--- src/rtl/frac_divider_if.sv ---
// ---------------------------------------------------------------------------
// frac_divider_if
//   Request/result bundle for the sequential fractional divider.
//   master : the block issuing divisions (drives start and operands)
//   slave  : the divider itself (returns busy/done and the result)
//   Signals:
//     start    request pulse, accepted when the divider is not busy
//     div_in1  dividend, unsigned Q0.n
//     div_in2  divisor, unsigned Q0.n
//     busy     iteration in progress
//     done     one-cycle pulse, div_out/div_err valid
//     div_out  quotient, unsigned Q0.n
//     div_err  divide-by-zero or quotient overflow
// ---------------------------------------------------------------------------
interface frac_divider_if #(
    parameter int n = 8
);
    logic         start;
    logic [n-1:0] div_in1;
    logic [n-1:0] div_in2;
    logic         busy;
    logic         done;
    logic [n-1:0] div_out;
    logic         div_err;

    modport master (
        output start, div_in1, div_in2,
        input  busy, done, div_out, div_err
    );

    modport slave (
        input  start, div_in1, div_in2,
        output busy, done, div_out, div_err
    );
endinterface

--- src/rtl/frac_divider.sv ---
// ---------------------------------------------------------------------------
// frac_divider
//   Radix-2 restoring divider producing div_out = floor(div_in1 * 2^n / div_in2)
//   for unsigned Q0.n operands with div_in1 < div_in2. One quotient bit is
//   resolved per clock, MSB first, so a valid division takes n CALC cycles.
//   Zero divisor or div_in1 >= div_in2 saturates the quotient to all ones
//   and flags div_err, finishing one cycle after acceptance.
//   Ports:
//     clk  rising-edge clock
//     rst  synchronous active-high reset, aborts any running division
//     bus  frac_divider_if slave modport (start/operands in, busy/done/result out)
// ---------------------------------------------------------------------------
module frac_divider #(
    parameter int n = 8
) (
    input  logic             clk,
    input  logic             rst,
    frac_divider_if.slave    bus
);
    localparam int CW = $clog2(n + 1);

    typedef enum logic [1:0] {IDLE, CALC, DONE} state_t;

    state_t         state;
    state_t         state_nxt;

    logic [n:0]     rem;
    logic [n-1:0]   den;
    logic [n-1:0]   quo;
    logic [CW-1:0]  count;
    logic [n-1:0]   result;
    logic           err;

    logic           accept;
    logic           in_err;
    logic [n+1:0]   t;
    logic           ge;
    logic [n:0]     diff;
    logic [n:0]     rem_nxt;
    logic [n-1:0]   quo_nxt;
    logic           last;

    // Quotient value reported when the true result does not fit in Q0.n.
    function automatic logic [n-1:0] saturate();
        return '1;
    endfunction

    always_comb begin
        accept  = bus.start && (state != CALC);
        in_err  = (bus.div_in2 == '0) || (bus.div_in1 >= bus.div_in2);

        // Trial subtraction of the shifted remainder. rem < den always holds,
        // so when ge is set the difference fits back into n+1 bits and only
        // the low bits of the subtraction need to be formed.
        t       = {rem, 1'b0};
        ge      = (t >= {2'b00, den});
        diff    = t[n:0] - {1'b0, den};
        rem_nxt = ge ? diff : t[n:0];
        quo_nxt = {quo[n-2:0], ge};
        last    = (count == CW'(1));
    end

    always_comb begin
        state_nxt = state;
        case (state)
            IDLE, DONE: begin
                if (accept) begin
                    state_nxt = in_err ? DONE : CALC;
                end else begin
                    state_nxt = IDLE;
                end
            end
            CALC: begin
                if (last) begin
                    state_nxt = DONE;
                end
            end
            default: state_nxt = IDLE;
        endcase
    end

    always_ff @(posedge clk) begin
        if (rst) begin
            state <= IDLE;
        end else begin
            state <= state_nxt;
        end
    end

    always_ff @(posedge clk) begin
        if (rst) begin
            rem    <= '0;
            den    <= '0;
            quo    <= '0;
            count  <= '0;
            result <= '0;
            err    <= 1'b0;
        end else if (accept) begin
            err <= in_err;
            if (in_err) begin
                result <= saturate();
            end else begin
                rem   <= {1'b0, bus.div_in1};
                den   <= bus.div_in2;
                quo   <= '0;
                count <= CW'(n);
            end
        end else if (state == CALC) begin
            rem   <= rem_nxt;
            quo   <= quo_nxt;
            count <= count - CW'(1);
            if (last) begin
                result <= quo_nxt;
            end
        end
    end

    assign bus.busy    = (state == CALC);
    assign bus.done    = (state == DONE);
    assign bus.div_out = result;
    assign bus.div_err = err;

endmodule

--- src/flat_wrapper.sv ---
// flat-port wrapper written by rule: the top's interface ports become plain ports
module frac_divider_flat 
#(
    parameter int n = 8
)
  (clk, rst, bus_start, bus_div_in1, bus_div_in2, bus_busy, bus_done, bus_div_out, bus_div_err);
  frac_divider_if #(.n(n)) bus_i ();
  input  logic clk;
  input  logic rst;
  input wire logic [$bits(bus_i.start)-1:0] bus_start;
  input wire logic [$bits(bus_i.div_in1)-1:0] bus_div_in1;
  input wire logic [$bits(bus_i.div_in2)-1:0] bus_div_in2;
  output wire logic [$bits(bus_i.busy)-1:0] bus_busy;
  output wire logic [$bits(bus_i.done)-1:0] bus_done;
  output wire logic [$bits(bus_i.div_out)-1:0] bus_div_out;
  output wire logic [$bits(bus_i.div_err)-1:0] bus_div_err;
  assign bus_i.start = bus_start;
  assign bus_i.div_in1 = bus_div_in1;
  assign bus_i.div_in2 = bus_div_in2;
  assign bus_busy = bus_i.busy;
  assign bus_done = bus_i.done;
  assign bus_div_out = bus_i.div_out;
  assign bus_div_err = bus_i.div_err;
  frac_divider #(.n(n)) u_core (.clk(clk), .rst(rst), .bus(bus_i));
endmodule
--- config.mk ---
export PLATFORM = sky130hd
export DESIGN_NAME = frac_divider_flat
export DESIGN_NICKNAME = d
export VERILOG_FILES = /design/src/rtl/frac_divider_if.sv /design/src/rtl/frac_divider.sv /design/src/flat_wrapper.sv
export SDC_FILE = /design/constraint.sdc
export NUM_CORES = 1
export LEC_CHECK = 0
export BUFFER_PORTS_ARGS = -buffer_cell sky130_fd_sc_hd__buf_2
export CORE_ASPECT_RATIO = 0.75
export CORE_MARGIN = 2
export CORE_UTILIZATION = 50
export CTS_BUF_LIST = sky130_fd_sc_hd__clkbuf_4 sky130_fd_sc_hd__clkbuf_8
export DETAILED_ROUTE_END_ITERATION = 8
export PLACE_DENSITY = 0.68
export SLEW_MARGIN = 5
export SYNTH_ARGS = -nofsm -noshare
export SYNTH_HDL_FRONTEND = slang
export SYNTH_SLANG_ARGS = --single-unit
--- constraint.sdc ---
create_clock -name clk -period 4 [get_ports clk]
set_input_delay 0.8 -clock clk [delete_from_list [all_inputs] [get_ports clk]]
set_output_delay 0.8 -clock clk [all_outputs]
set_load 0.02 [all_outputs]
After elaboration in Yosys (flattened, before gate mapping)
Cells that the tools add are included.
W data, S select, Z words.
Storage, ports and cells
  register bits after elaboration: 39
  input port bits: 19
  logic and storage cells: 47
Cells by class
  add/subtract/negate cells: 2
  $lt $le $gt $ge: 2
  equal/unequal tests: 7
  mux-type cells: 18
  bitwise operators: 1
  reductions and logical operators: 10
Operators by type and width (number)
  $mux W9: 4
  $mux W8: 4
  $mux W7: 3
  $mux W4: 3
  $ge A10 B8 Y1: 1
  $sub A9 B8 Y9: 1
  $ge A8 B8 Y1: 1
  $logic_not A8 Y1: 1
  $mux W2: 3
  $eq A4 B1 Y1 const B: 1
  $ne A2 B1 Y1 const B: 2
  $ne A2 B2 Y1 const B: 2
  $pmux W2 S2: 1
  $reduce_and A2 Y1: 2
  $reduce_bool A2 Y1: 2
  $sub A4 B1 Y4 const B: 1
  $reduce_and A3 Y1: 1
  $eq A2 B1 Y1 const B: 1
  $eq A2 B2 Y1 const B: 1
  $logic_not A2 Y1: 1
  $reduce_or A2 Y1: 1
  $logic_and A1 B1 Y1: 1
  $logic_or A1 B1 Y1: 1
  $not A1 Y1: 1

Longest topological paths before layout
Gate-level depths: netlist of the first run.
  word-level depth: 5
  depth in mapped cells: 9
  depth with buffers taken out: 9

Least setup slack after synthesis of the first run
No wires, ideal clock.
  kind: input to register
  from: input bus_div_in2[5]
  to: register u_core.state[1]
  library setup time: 132 ps
  data arrival time: 2294 ps
  required time: 3868 ps
  setup slack: 1574 ps
  cell stages on the path: 8
  buffers on the path: 1
  path through: inv_1 -> ha_1 -> a211o_1 -> a221oi_2 -> o21a_1 -> clkbuf_1 -> or3b_1 -> a21oi_1
On the way
  longest elaborated chain between the ends: 5
RTL lines
  start: declaration: line flat_wrapper.sv:12  | input wire logic [$bits(bus_i.div_in2)-1:0] bus_div_in2;
  $ge A8 B8 Y1 or $logic_not A8 Y1 (tied branches): line frac_divider.sv:50  | in_err = (bus.div_in2 == '0) || (bus.div_in1 >= bus.div_in2);
  $logic_or A1 B1 Y1 (*): line frac_divider.sv:50
  $mux W2 (*): line frac_divider.sv:68  | state_nxt = in_err ? DONE : CALC;
  $mux W2 (*): line frac_divider.sv:67  | if (accept) begin
  $pmux W2 S2 (*): line frac_divider.sv:65  | case (state)
  end signal: assignment: line frac_divider.sv:86  | state <= state_nxt;
  end: declaration: line frac_divider.sv:24  | state_t state;
Mark *: on every way between the ends. The rest lies on a longest branch, timed or not.
A chain may end at the register's enable or synchronous reset.

Worst setup path in the final report of the first run
  from: input bus_div_in2[5]
  to: register u_core.count[2]
On the way
  longest elaborated chain between the ends: 4
RTL lines
  $ge A8 B8 Y1 or $logic_not A8 Y1 (tied branches): line frac_divider.sv:50
  $logic_or A1 B1 Y1 (*): line frac_divider.sv:50
  $ne A2 B2 Y1 (no line) (*)
  $reduce_and A2 Y1 (no line) (*)
  end signal: assignment: line frac_divider.sv:106  | count <= CW'(n);
  end signal: assignment: line frac_divider.sv:111  | count <= count - CW'(1);
  end: declaration: line frac_divider.sv:30  | logic [CW-1:0] count;
Marks and branches as above.

==> results of run 1 <==
-- logic make-up after synthesis --
logic type / Yosys count / synth area share
and+or+nand+nor: 89 / 0.202
AOI/OAI and AO/OA: 70 / 0.246
DFF: 39 / 0.350
buffers and inverters: 37 / 0.0662
adders and majority gates: 19 / 0.110
xor gates and xnor gates: 3 / 0.0118
muxes: 3 / 0.0140
-- where the power goes --
| part | internal, µW | switching [µW] |
|---|---|---|
| clock network | 256 | 139 |
| registers | 427 | 28.0 |
| logic | 186 | 255 |
| total | 869 | 422 |
-- metal layers --
metal,vias up,global-route usage
li1,988,-
met1,905,0.338
met2,50,0.331
met3,2,0.0477
met4,0,0.0508
met5,-,0
-- critical path, stage by stage --
cell	delay [ns]
buf_2	0.11
inv_1	0.04
ha_1	0.29
a211o_1	0.30
a221oi_2	0.25
o21a_1	0.45
a21oi_1	0.39
or3_1	0.40
a21oi_1	0.13
-- placed cells by master (no fill, tap or decap), types with 2 or more instances in the layout --
| cell type | count |
|---|---|
| xnor2_1 | 3 |
| nor3b_1 | 4 |
| nor2_1 | 27 |
| inv_1 | 25 |
| clkbuf_8 | 5 |
| nand2_1 | 19 |
| a311oi_1 | 2 |
| o21a_1 | 4 |
| bufinv_16 | 2 |
| o221a_2 | 7 |
| a22oi_1 | 7 |
| nor4_1 | 3 |
| or3_2 | 2 |
| o31a_1 | 3 |
| a21oi_1 | 17 |
| mux2i_1 | 2 |
| dfxtp_1 | 39 |
| buf_2 | 29 |
| ha_1 | 18 |
| nand2b_1 | 2 |
| a311oi_2 | 4 |
| o221ai_1 | 2 |
| nor3_1 | 2 |
| nand3_1 | 15 |
| o21ai_0 | 10 |
| or3_1 | 2 |
| nor2b_1 | 3 |
-- state kept, by name (all words and copies together), names as in the netlist --
name	count
u_core.rem	9
u_core.bus.div_out	8
u_core.den	8
u_core.quo	7
u_core.count	4
u_core.state	2
u_core.bus.div_err	1
-- worst min-delay path by stage --
| stage | from | endpoint | slack, ns | cells past startpoint |
|---|---|---|---|---|
| floorplan | u_core.den[2]$_SDFFE_PP0P_ | u_core.den[2]$_SDFFE_PP0P_ | 0.44 | 2 |
| global placement | u_core.den[4]$_SDFFE_PP0P_ | u_core.den[4]$_SDFFE_PP0P_ | 0.45 | 2 |
| detailed placement | u_core.den[5]$_SDFFE_PP0P_ | u_core.den[5]$_SDFFE_PP0P_ | 0.45 | 2 |
| CTS | u_core.den[5]$_SDFFE_PP0P_ | u_core.den[5]$_SDFFE_PP0P_ | 0.46 | 2 |
| global route | u_core.den[4]$_SDFFE_PP0P_ | u_core.den[4]$_SDFFE_PP0P_ | 0.49 | 2 |
| finish | u_core.den[2]$_SDFFE_PP0P_ | u_core.den[2]$_SDFFE_PP0P_ | 0.46 | 2 |
-- area by class of cell --
class	instances	area share
Multi-Input combinational cell	184	0.515
Tap cell	57	0.0282
Sequential cell	39	0.309
Clock inverter	2	0.0237
Inverter	25	0.0371
Timing Repair Buffer	29	0.0574
Clock buffer	6	0.0302
-- stage by stage --
| stage | hold WS (ns) | area (µm²) | util |
|---|---|---|---|
| floorplan | 0.436 | 2230 | - |
| CTS | 0.459 | 2530 | 0.577 |
| global placement | 0.446 | 2390 | 0.545 |
| detailed placement | 0.449 | 2390 | 0.545 |
| global route | 0.490 | 2530 | 0.577 |
| finish | 0.460 | 2530 | 0.577 |
==> out/metrics.cfg, run 1 <==
[synth]
ys.warnings.count=0
netlist_top_cells_count=39 x dfxtp_1, 27 x nor2_1, 25 x inv_1
synth_top_area_share=0.350
syn_avg_cell_area_um2=8.58
synth.most_common_cell=dfxtp_1
synthesis.nets=298
synth_top_area_cell=dfxtp_1
ys_types=53
synthCells=260
ys_async_sr_fraction=0
seq_area_frac_synth=0.350
synth.ff_latch_count=39
synth_flop_cell=dfxtp_1
synth_edf_count=0
synthTopCellsByArea=dfxtp_1 35%, ha_1 10%, nor2_1 4.5%
synth_area_um2=2230

[clocking]
cts_tree=built
cts.repair.resized=0
insertion_delay_ns=0.29
path_clk_slew_ns=0.08
cts_buffer_depth=2
holdBufCountCts=0
cts_sinks=39
root_buffer=clkbuf_8
cts_max_level=2
cts_buffers=5
post_cts_buffers=0

[worst_hold_path]
hold_path_class=flip-flop to flip-flop

[floorplan]
start_util=0.508
coreArea_um2=4390
die-height_um=61.9
die_w_um=81.1
rows=21
die_area_um2=5020
pin_count=30

[sta]
setup_slack_ns=1.05
setup_viol=0
fin_crit_sh=0.738
max_freq_ghz=0.339
skew_ns=0.00477
worst_pin_slew_ns=0.928
finalSetupTns_ns=0
finalHoldViolCount=0
rsz0062_at_grt=false
fin_crit_ns=2.95
drv_slew=0
slew_headroom=0.381

[layout]
finalNonFillerCells=342
multi_input_area_um2=1300
fillers=403
nets=322
area_growth_pct=13.4
n_antenna_cell=0
layout-drive-gt1-share=0.211
final-seq-area_um2=781

[placement]
hpwlAfterDp_um=3760
portBuffers=29
dp.cells=334
place.gp.congestion=0.789
dp_worst_setup_slack_ns=0.774

[detailed_routing]
antenna_left=0
drtIter0Drc=86
wire_per_inst_um=15.1
drc_errors=0
top_layer_used=met4
met1_length_um=2790
vias_per_cell=5.69
met3_length_um=232
dr_wl_met2_um=2120
vias=1945
wl_um=5170
firstDrtPassIters=4

[global_routing]
grt_max_degree=28
grt_pass1_vias=1730
antenna_found_initial=0
grt_util_all_layers=0.225
grt_overflow=0
grt_pass1_wl_um=8450

[setup_path]
crit_start=bus_div_in2[5]
start_kind=input port
worstSetupEndpointType=flip-flop
critPathMaxFanout=13
reg2reg_slack_ns=1.61
setup.worst_path.end=u_core.count[2]$_SDFFE_PP0P_
r2r_end=u_core.bus.div_out[0]$_SDFFE_PP0P_
rr_worst_depth=6
path_class=input port to flip-flop
worst_ep_required_time_ns=4.23
r2r-start=u_core.state[0]$_SDFFE_PP0P_
critPathArrivalTime_ns=3.18

[power_and_ir_drop]
ir_worst_vdd_mv=0.232
cellPowerDensity_nw_per_um2=510
finalPower_uw=1290
leakage_uw=0.00107

[flow_run]
max_cap_violations=0

[outcome]
status=completed

Note: power is estimated with default switching activity, not from simulation.
==> inputs of run 2 (changes only) <==
==> constraint.sdc (replaced) <==
create_clock -name clk -period 2.9 [get_ports clk]
set_input_delay 0.58 -clock clk [delete_from_list [all_inputs] [get_ports clk]]
set_output_delay 0.58 -clock clk [all_outputs]
set_load 0.02 [all_outputs]
==> out/metrics.cfg, run 2 (same netlist as run 1, synthesis figures left out) <==
[clocking]
post_cts_buffers=0  ; unchanged
insertion_delay_ns=0.30  ; about the same
cts_buffer_depth=2  ; unchanged
root_buffer=clkbuf_8
cts_tree=built
cts_max_level=2  ; unchanged
path_clk_slew_ns=0.08  ; about the same
cts_sinks=39  ; unchanged
cts.repair.resized=0  ; unchanged
holdBufCountCts=0  ; unchanged
cts_buffers=5  ; unchanged

[layout]
final_common_cell=dfxtp_1
area_growth_pct=13.7
largest_reg_flops=9  ; unchanged
final_cell_mix=39 x dfxtp_1, 29 x buf_2, 27 x nor2_1
nets=326  ; +1.2%
top_register=u_core.rem
n_antenna_cell=0  ; unchanged
layout-drive-gt1-share=0.221  ; +0.0109

[setup_path]
critPathMaxFanout=15  ; +2
worst_ep_required_time_ns=3.12  ; -1.11 ns
crit_start=u_core.rem[0]$_SDFFE_PP0P_
max_stage_delay_ns=0.50  ; +0.05 ns
path_class=flip-flop to flip-flop
slowest_stage=or4_4
worstSetupEndpointType=flip-flop
cp_cell_sequence=inv_1 > fa_1 > nor2b_2 > o31a_1 > o22ai_2 > and2_4 > or4_4 > a311oi_2
start_kind=flip-flop
critPathArrivalTime_ns=2.57  ; -0.61 ns
r2r-start=u_core.rem[0]$_SDFFE_PP0P_

[sta]
finalSetupTns_ns=0  ; unchanged
skew_ns=0.0104  ; +0.00565 ns
fin_crit_ns=2.35
finalHoldViolCount=0  ; unchanged
drv_slew=0  ; unchanged
max_freq_ghz=0.425
fin_crit_sh=0.812
rsz0062_at_grt=false
slew_headroom=0.575  ; +0.194
worst_pin_slew_ns=0.637  ; -0.291 ns
setup_viol=0  ; unchanged

[detailed_routing]
vias=1968  ; +1.2%
drtIter0Drc=118  ; +37%
wire_per_inst_um=15.1  ; about the same
vias_per_cell=5.69  ; about the same
antenna_left=0  ; unchanged
drc_errors=0  ; unchanged
wl_um=5230  ; +1.1%
firstDrtPassIters=4  ; unchanged

[power_and_ir_drop]
ir_worst_vdd_mv=0.369  ; +59%
leakage_uw=0.00108  ; +0.81%
finalPower_uw=1700  ; +32%
cellPowerDensity_nw_per_um2=670  ; +31%

[floorplan]
die_w_um=81.1  ; unchanged
start_util=0.508  ; unchanged
die-height_um=61.9  ; unchanged
die_area_um2=5020  ; unchanged
rows=21  ; unchanged
pin_count=30  ; unchanged
coreArea_um2=4390  ; unchanged

[global_routing]
grt_util_all_layers=0.225  ; about the same
antenna_found_initial=0  ; unchanged
grt_pass1_wl_um=8460  ; about the same
grt_overflow=0  ; unchanged
grt_pass1_vias=1681  ; -2.8%
grt_max_degree=28  ; unchanged

[worst_hold_path]
min_from=u_core.den[2]$_SDFFE_PP0P_
hold_path_class=flip-flop to flip-flop

[placement]
place.gp.congestion=0.841  ; +6.6%
portBuffers=29  ; unchanged
hpwlAfterDp_um=3810  ; +1.2%

[flow_run]
max_cap_violations=0  ; unchanged

[outcome]
status=completed

-- run 2: changes by cell type in the layout (fill, tap and decap cells not counted), sizes merged --
cell	change
bufinv	-1
clkbuf	-1
clkinv	+2
buf	+4
-- run 2: worst paths after layout --
| check | slack [ns] | end | cells after the start |
|---|---|---|---|
| worst max-delay path | 0.55 | u_core.rem[2]$_SDFFE_PP0P_ | 8 |
| worst min-delay path | 0.46 | u_core.den[2]$_SDFFE_PP0P_ | 2 |
| worst max register to register | 0.55 | u_core.rem[2]$_SDFFE_PP0P_ | 8 |
| worst min register to register | 0.46 | u_core.den[2]$_SDFFE_PP0P_ | 2 |
-- run 2: power by group --
group	internal, µW	switching [µW]
Clock	256	202
Combinational	264	350
Sequential	589	39.2
-- run 2: final cells by class --
| cell class | instances | area [µm²] |
|---|---|---|
| inverter | 25 | 93.8 |
| tap | 57 | 71.3 |
| timing repair buffer | 33 | 175 |
| clock inverter | 3 | 43.8 |
| clock buffer | 5 | 68.8 |
| fill | 398 | 1850 |
| multi-input combinational | 184 | 1300 |
| sequential | 39 | 781 |
-- run 2: critical path, delay by kind of cell, from the launching register on --
family                   cells  cell delay [ns]
AO/OA/AOI/OAI                3             0.51
adder cells (fa/ha/maj)      1             0.42
buffers and inverters        1             0.07
flip-flops                   1             0.39
AND/OR/NAND/NOR              3             0.89
-- run 2: through the flow --
| step | area, µm² | utilization | setup WS [ns] | hold WS (ns) | instances |
|---|---|---|---|---|---|
| global route | 2540 | 0.578 | 0.432 | 0.495 | 346 |
| floorplan | 2230 | - | 0.694 | 0.436 | 260 |
| global placement | 2420 | 0.552 | 0.322 | 0.445 | 338 |
| detailed placement | 2420 | 0.552 | 0.295 | 0.452 | 338 |
| finish | 2540 | 0.578 | 0.546 | 0.462 | 346 |
| CTS | 2540 | 0.578 | 0.555 | 0.463 | 346 |
-- run 2: routing by layer --
metal,vias to the layer above,share of wire,global-route usage
met2,53,0.41,0.305
met4,0,0.0078,0.0508
met5,-,0,0
met1,917,0.53,0.352
met3,4,0.059,0.0564
li1,994,-,-
==> inputs of run 3 (changes only) <==
==> constraint.sdc (replaced) <==
create_clock -name clk -period 2.41 [get_ports clk]
set_input_delay 0.482 -clock clk [delete_from_list [all_inputs] [get_ports clk]]
set_output_delay 0.482 -clock clk [all_outputs]
set_load 0.02 [all_outputs]
==> out/metrics.cfg, run 3 (same netlist as run 1, synthesis figures left out) <==
[detailed_routing]
firstDrtPassIters=4  ; unchanged
antenna_left=0  ; unchanged
drc_errors=0  ; unchanged
wire_per_inst_um=14.6  ; -3.3%
vias=1979  ; +0.56%
vias_per_cell=5.59  ; -1.7%
drtIter0Drc=87  ; -26%
wl_um=5180  ; -1.0%

[global_routing]
grt_overflow=0  ; unchanged
grt_pass1_wl_um=8440  ; -0.25%
grt_util_all_layers=0.219  ; -0.00602
grt_pass1_vias=1780  ; +5.9%
grt_max_degree=27  ; -3.6%
antenna_found_initial=0  ; unchanged

[setup_path]
r2r-start=u_core.rem[0]$_SDFFE_PP0P_
critPathMaxFanout=8  ; -7
worstSetupEndpointType=flip-flop
crit_start=u_core.rem[0]$_SDFFE_PP0P_
worst_ep_required_time_ns=2.61  ; -0.51 ns
start_kind=flip-flop
path_class=flip-flop to flip-flop
critPathArrivalTime_ns=2.47  ; -0.10 ns

[clocking]
post_cts_buffers=0  ; unchanged
holdBufCountCts=0  ; unchanged
cts_tree=built
cts.repair.resized=0  ; unchanged
insertion_delay_ns=0.28  ; -0.02 ns
cts_buffers=5  ; unchanged
cts_buffer_depth=2  ; unchanged
path_clk_slew_ns=0.08  ; about the same
root_buffer=clkbuf_8
cts_max_level=2  ; unchanged
cts_sinks=39  ; unchanged

[worst_hold_path]
hold_path_class=flip-flop to flip-flop
min_from=u_core.den[4]$_SDFFE_PP0P_

[floorplan]
coreArea_um2=4390  ; unchanged
die_area_um2=5020  ; unchanged
rows=21  ; unchanged
pin_count=30  ; unchanged
start_util=0.508  ; unchanged
die-height_um=61.9  ; unchanged
die_w_um=81.1  ; unchanged

[placement]
dp_worst_setup_slack_ns=-0.0797  ; -0.375 ns
hpwlAfterDp_um=4010  ; +5.1%
dp.cells=346  ; +2.4%
portBuffers=29  ; unchanged
place.gp.congestion=0.836  ; -0.64%

[layout]
largest_reg_flops=9  ; unchanged
top_register=u_core.rem
finalNonFillerCells=354  ; +2.3%
n_antenna_cell=0  ; unchanged
postLayoutCoreUtil=0.592  ; +0.0137
area_growth_pct=16.4
fillers=380  ; -4.5%
final_cell_mix=39 x dfxtp_1, 29 x buf_2, 27 x nor2_1
final_common_cell=dfxtp_1
layout-drive-gt1-share=0.242  ; +0.0210
nets=334  ; +2.5%

[sta]
slew_headroom=0.583  ; +0.00739
fin_crit_ns=2.27  ; -0.0819 ns
fin_crit_sh=0.943  ; +0.131
max_freq_ghz=0.440  ; +3.6%
rsz0062_at_grt=false
finalSetupTns_ns=0  ; unchanged
worst_pin_slew_ns=0.622  ; -0.0153 ns
finalHoldViolCount=0  ; unchanged
setup_viol=0  ; unchanged
skew_ns=0.00378  ; -0.00665 ns
setup_slack_ns=0.138  ; -0.408 ns
drv_slew=0  ; unchanged

[outcome]
status=completed

[power_and_ir_drop]
finalPower_uw=2060  ; +21%
leakage_uw=0.00112  ; +3.5%
ir_worst_vdd_mv=0.362  ; -1.8%
cellPowerDensity_nw_per_um2=793  ; +18%

[flow_run]
max_cap_violations=0  ; unchanged

## run 3: cell count changes in the layout (fill, tap and decap cells not counted), sizes merged
cell,previous run,this run
buf,33,41
## run 3: final cells by class
class                      instances  area, µm²  share of cell area
clock buffer                       5       68.8              0.0265
clock inverter                     3       43.8              0.0169
inverter                          25       93.8              0.0361
multi-input combinational        184       1300               0.502
sequential                        39        781               0.301
tap                               57       71.3              0.0275
timing repair buffer              41        235              0.0906
## run 3: where the power goes
part,internal (µW),total [µW],switching [µW]
registers,708,756,47.5
logic,344,768,424
clock network,308,536,227
total,1360,2060,699
## run 3: worst max-delay path, stage by stage, from the launching register on
cell and delay [ns]:
dfxtp_1 0.40, inv_1 0.07, fa_1 0.41, nor2b_2 0.15, o31a_1 0.19, o22ai_2 0.12
and2_4 0.18, or4_4 0.48, a311oi_2 0.19
## run 3: through the flow
stage / hold slack [ns] / instance area [µm²]
after floorplan: 0.436 / 2230
after global placement: 0.443 / 2480
after detailed placement: 0.447 / 2480
after CTS: 0.457 / 2600
after global routing: 0.480 / 2600
final: 0.463 / 2600
## run 3: final timing paths
| path | endpoint | slack, ns | depth (start not counted) |
|---|---|---|---|
| worst max-delay path | u_core.rem[2]$_SDFFE_PP0P_ | 0.14 | 8 |
| worst min-delay path | u_core.den[4]$_SDFFE_PP0P_ | 0.46 | 2 |
| worst max register to register | u_core.rem[2]$_SDFFE_PP0P_ | 0.14 | 8 |
| worst min register to register | u_core.den[4]$_SDFFE_PP0P_ | 0.46 | 2 |
## run 3: per-layer routing
metal,global-route usage,routed length [µm],vias to the layer above
met5,0,0,-
met4,0.0460,19,0
met3,0.0477,261,2
met2,0.311,2180,50
met1,0.338,2720,918
li1,-,-,1009
